File: src/rtl/counter_param_updown_if.sv
// Control and status bundle for counter_param_updown; master drives the controls, slave is the counter.
interface counter_param_updown_if #(
    parameter int unsigned WIDTH = 8
);
    logic             sync_clr;
    logic             load;
    logic [WIDTH-1:0] load_val;
    logic             en;
    logic             up_dn;
    logic [WIDTH-1:0] q;
    logic             wrap;
    logic             ovf_sticky;
    logic             at_bound;

    modport master (
        output sync_clr, load, load_val, en, up_dn,
        input  q, wrap, ovf_sticky, at_bound
    );

    modport slave (
        input  sync_clr, load, load_val, en, up_dn,
        output q, wrap, ovf_sticky, at_bound
    );
endinterface

File: src/rtl/counter_param_updown.sv
// Up/down counter over 0..MAX_COUNT with load clamp, sync clear, registered wrap pulse and sticky overflow.
// Define COUNTER_SATURATE_EN to hold at the boundary instead of wrapping around.
module counter_param_updown #(
    parameter int unsigned WIDTH     = 8,
    parameter int unsigned MAX_COUNT = 255
) (
    input  logic                   clk,
    input  logic                   clear_n,
    counter_param_updown_if.slave  bus
);
    localparam logic [WIDTH-1:0] MAX_Q = MAX_COUNT[WIDTH-1:0];

    logic [WIDTH-1:0] count_q, count_d;
    logic             wrap_q, wrap_d;
    logic             ovf_q, ovf_d;

    always_comb begin
        count_d = count_q;
        wrap_d  = 1'b0;
        ovf_d   = ovf_q;
        if (bus.sync_clr) begin
            count_d = '0;
            ovf_d   = 1'b0;
        end else if (bus.load) begin
            count_d = (bus.load_val > MAX_Q) ? MAX_Q : bus.load_val;
        end else if (bus.en) begin
            if (bus.up_dn) begin
                if (count_q >= MAX_Q) begin
`ifdef COUNTER_SATURATE_EN
                    count_d = count_q;
`else
                    count_d = '0;
`endif
                    wrap_d = 1'b1;
                    ovf_d  = 1'b1;
                end else begin
                    count_d = count_q + 1'b1;
                end
            end else begin
                if (count_q == '0) begin
`ifdef COUNTER_SATURATE_EN
                    count_d = count_q;
`else
                    count_d = MAX_Q;
`endif
                    wrap_d = 1'b1;
                    ovf_d  = 1'b1;
                end else begin
                    count_d = count_q - 1'b1;
                end
            end
        end
    end

    always_ff @(posedge clk or negedge clear_n) begin
        if (!clear_n) begin
            count_q <= '0;
            wrap_q  <= 1'b0;
            ovf_q   <= 1'b0;
        end else begin
            count_q <= count_d;
            wrap_q  <= wrap_d;
            ovf_q   <= ovf_d;
        end
    end

    assign bus.q          = count_q;
    assign bus.wrap       = wrap_q;
    assign bus.ovf_sticky = ovf_q;
    assign bus.at_bound   = bus.up_dn ? (count_q == MAX_Q) : (count_q == '0);
endmodule

File: src/flat_wrapper.sv
// flat-port wrapper written by rule: the top's interface ports become plain ports
module counter_param_updown_flat 
#(
    parameter int unsigned WIDTH     = 8,
    parameter int unsigned MAX_COUNT = 255
)
  (clk, clear_n, bus_sync_clr, bus_load, bus_load_val, bus_en, bus_up_dn, bus_q, bus_wrap, bus_ovf_sticky, bus_at_bound);
  counter_param_updown_if #(.WIDTH(WIDTH)) bus_i ();
  input  logic clk;
  input  logic clear_n;
  input wire logic [$bits(bus_i.sync_clr)-1:0] bus_sync_clr;
  input wire logic [$bits(bus_i.load)-1:0] bus_load;
  input wire logic [$bits(bus_i.load_val)-1:0] bus_load_val;
  input wire logic [$bits(bus_i.en)-1:0] bus_en;
  input wire logic [$bits(bus_i.up_dn)-1:0] bus_up_dn;
  output wire logic [$bits(bus_i.q)-1:0] bus_q;
  output wire logic [$bits(bus_i.wrap)-1:0] bus_wrap;
  output wire logic [$bits(bus_i.ovf_sticky)-1:0] bus_ovf_sticky;
  output wire logic [$bits(bus_i.at_bound)-1:0] bus_at_bound;
  assign bus_i.sync_clr = bus_sync_clr;
  assign bus_i.load = bus_load;
  assign bus_i.load_val = bus_load_val;
  assign bus_i.en = bus_en;
  assign bus_i.up_dn = bus_up_dn;
  assign bus_q = bus_i.q;
  assign bus_wrap = bus_i.wrap;
  assign bus_ovf_sticky = bus_i.ovf_sticky;
  assign bus_at_bound = bus_i.at_bound;
  counter_param_updown #(.WIDTH(WIDTH), .MAX_COUNT(MAX_COUNT)) u_core (.clk(clk), .clear_n(clear_n), .bus(bus_i));
endmodule
File: config.mk
export PLATFORM = sky130hd
export DESIGN_NAME = counter_param_updown_flat
export DESIGN_NICKNAME = d
export VERILOG_FILES = /design/src/rtl/counter_param_updown_if.sv /design/src/rtl/counter_param_updown.sv /design/src/flat_wrapper.sv
export SDC_FILE = /design/constraint.sdc
export NUM_CORES = 1
export LEC_CHECK = 0
export ABC_AREA = 1
export BUFFER_PORTS_ARGS = -buffer_cell sky130_fd_sc_hd__buf_4
export CAP_MARGIN = 20
export CORE_MARGIN = 3
export CORE_UTILIZATION = 35
export CTS_CLUSTER_SIZE = 16
export DETAILED_ROUTE_END_ITERATION = 6
export HOLD_SLACK_MARGIN = 0.12
export SYNTH_ARGS = -nofsm -noshare
export SYNTH_HDL_FRONTEND = slang
export SYNTH_SLANG_ARGS = --single-unit
File: constraint.sdc
create_clock -name clk -period 1.52 [get_ports clk]
set_clock_uncertainty 0.05 [all_clocks]
set_input_delay 0.152 -clock clk [delete_from_list [all_inputs] [get_ports clk]]
set_output_delay 0.152 -clock clk [all_outputs]
set_load 0.005 [all_outputs]
==> run summary <==
Row count -> 18
Max Used Layer -> met4
Yosys top cell area share -> 0.2516
# DRC -> 0
Final worst setup slack -> -0.1060 ns
Hold WS -> 0.1292 ns
F_max -> 615.0 MHz
H-tree level count -> 1
Met2 WL -> 1.588 mm
Number of global-route vias before repair -> 1175
Layout Nets -> 229
Global router's overall resource usage -> 0.2002
WL/cell -> 13.60 um
Power Density -> 710.0 nW/um^2
Iter 0 DRT Violations -> 45
Area leader, netlist -> dfrtp_1
Pre-antenna DRT Iters -> 5
Count of final setup violators -> 3
Vias per std cell -> 5.195
Hold Path End -> u_core.bus.q[2]
R2R setup slack -> -0.04 ns
Final Critical Period -> 1.626 ns
Int Pwr -> 0.6842 mW
WHS Path Cells -> 3
Clk sink count -> 10
Period utilization -> 1.070
Top-level port count -> 25
Commonest non-fill, non-tap cell in the layout -> nand2_1
Critical path arrival -> 1.42 ns
First-pass GRT wire length -> 5.230 mm
Critical Path Source -> u_core.bus.q[0]
Status -> complete, but fails checks
Depth of the most critical reg-to-reg path -> 11
Setup TNS -> -0.1756 ns
P_sw -> 0.4254 mW
TritonCTS clock tree -> done
Maximum root-to-sink buffer count -> 2
Hold Crit Class -> in2reg
Average cell area after synthesis -> 6.102 um^2
Worst skew pair latency -> 0.28 ns
Required @ worst endpoint -> 1.32 ns
GRT overflow -> 0
Dominant cells by area after synthesis -> dfrtp_1 25%, nand2_1 22%, nor2_1 9.8%, inv_1 6.8%, nand3_1 6.5%
HPWL after DPL -> 2.131 mm
Core area -> 2590 um^2
RSZ-0062 raised after global routing -> yes
Post-synthesis cell area -> 994.7 um^2
Final core occ -> 0.6034
Beginning of the worst hold path -> bus_load
Register area share after synthesis -> 0.2516
P_leak -> 0.7876 nW
Yosys reg bits -> 10
N_diodes -> 0
Cells after synthesis -> 163
Final Slew Violations -> 0
Fill count -> 241
Met3 Wirelength -> 192 um
Largest net degree at the start of global routing -> 13
Hold Violations, Final -> 0
P&R area growth vs syn -> 57.11%
Worst-path clk slew -> 0.07 ns
Kind of critical path -> reg2out
Post-route ant nets -> 0
Metal-1 WL -> 1.385 mm
Reg-to-reg endpoint -> u_core.bus.q[6]
CTS Root Cell -> clkbuf_4
Logic pwr share -> 0.461
Crit path max fanout -> 4
Share of cells above drive strength 1 -> 0.4597
Unique cell type count in the Yosys netlist -> 25
Chip Height -> 59.31 um
Sw frac -> 0.3834
Reg power frac -> 0.311
Yosys warns -> 0
DP Area -> 1231 um^2
Worst Max-Slew Pin Slew -> 0.2411 ns
Violated checks -> setup timing
DIE AREA -> 3518 um^2
Commonest cells after routing, fill and taps aside -> 47 x nand2_1, 43 x buf_4, 23 x nor2_1
Post-route cell area -> 1563 um^2
Max cap viols -> 0
Via count -> 1252
Initial antenna violation count -> 0
IO Port Bufs -> 24
Starting Density -> 0.3841
Routability Congestion -> 0.8640
Die width -> 59.31 um
Worst r2r src -> u_core.bus.q[0]
Final WL -> 3.278 mm
Num CTS Buffers -> 3
Mapped Nets -> 180
Clock power frac -> 0.229
Worst vdd ir -> 0.5332 mV
CP startpoint kind -> flop
Worst Setup End Kind -> output port
Max_slew headroom -> 0.8387
[metrics by stage]
step,power [mW],cells,setup slack (ns)
floorplan,0.5629,163,0.09245
global placement,0.6996,219,0.004785
detailed placement,0.7046,219,-0.03558
CTS,1.025,236,-0.08113
global route,1.194,241,-0.1788
finish,1.110,241,-0.1060
[worst max-delay path by stage]
stage / slack, ns / to
2_1_floorplan: 0.09 / u_core.bus.q[4]
3_3_place_gp: 0.005 / u_core.bus.q[6]
3_5_place_dp: -0.04 / u_core.bus.q[6]
4_1_cts: -0.08 / bus_at_bound
5_1_grt: -0.18 / bus_at_bound
6_report: -0.11 / bus_at_bound
[worst max-delay path, cell delays in order, from the launching register on]
cell and delay (ns):
dfrtp_2 0.46, ha_4 0.18, inv_2 0.05, nor2_2 0.04, nand2_2 0.08, nand2_2 0.07, o21ai_2 0.08, inv_1 0.06
buf_4 0.13
[what timing repair did]
action / CTS / global route
hold buffers: 4 / 0
pin swaps: 10 / 8
endpoints found under the hold margin: 12 / 0
setup endpoints to repair: 2 / 8
gates resized for setup: 22 / 26
setup buffers: 9 / 5
[layer usage]
layer  global-route usage  vias to the layer above
met5                    0                        -
met4               0.1003                        0
met3              0.02614                       10
met2               0.3417                       47
met1               0.2437                      590
li1                     -                      605
[cells by family (layout without fill, tap and decap cells)]
family / Yosys count / after routing / share of synthesized area
AND/OR/NAND/NOR: 108 / 108 / 0.4969
adder cells (fa/ha/maj): 3 / 3 / 0.03774
XOR/XNOR: 1 / 1 / 0.008807
AO/OA/AOI/OAI: 17 / 17 / 0.09938
buffers and inverters: 24 / 72 / 0.1056
flip-flops: 10 / 10 / 0.2516
[final cells by class]
type / instances / area, um^2 / share of cell area
multi-input combinational: 129 / 770.7 / 0.4932
clock buffer: 4 / 36.28 / 0.02322
timing repair buffer: 49 / 385.4 / 0.2466
inverter: 19 / 73.82 / 0.04724
sequential: 10 / 259.0 / 0.1657
tap: 30 / 37.54 / 0.02402
[flip-flops by register name, summed over array words and instances (netlist names)]
signal                 count
u_core.bus.q               8
u_core.bus.ovf_sticky      1
u_core.bus.wrap            1
[cells in the mapped netlist]
master	instances
nand2_1	57
nor2_1	26
inv_1	18
nand3_1	13
dfrtp_1	10
o21ai_0	9
nor2_4	4
buf_2	3
ha_1	3
a21oi_1	2
nor2_2	2
o21ai_1	2
o21ai_2	2
buf_4	1
buf_6	1
inv_2	1
nand2_2	1
nand2_4	1
nand3_2	1
nand4_1	1
nor2_8	1
o21bai_1	1
o32ai_1	1
or2_1	1
xnor2_1	1
[power by group through the flow]
stage                     clock, mW  sequential (mW)  combinational, mW
after detailed placement          0            0.341              0.363
after CTS                     0.257            0.339              0.428
after floorplan                   0            0.322              0.241
final                         0.254            0.345              0.511
after global placement            0            0.340              0.359
after global routing          0.276            0.350              0.568
(Power assumes the default switching activity.)
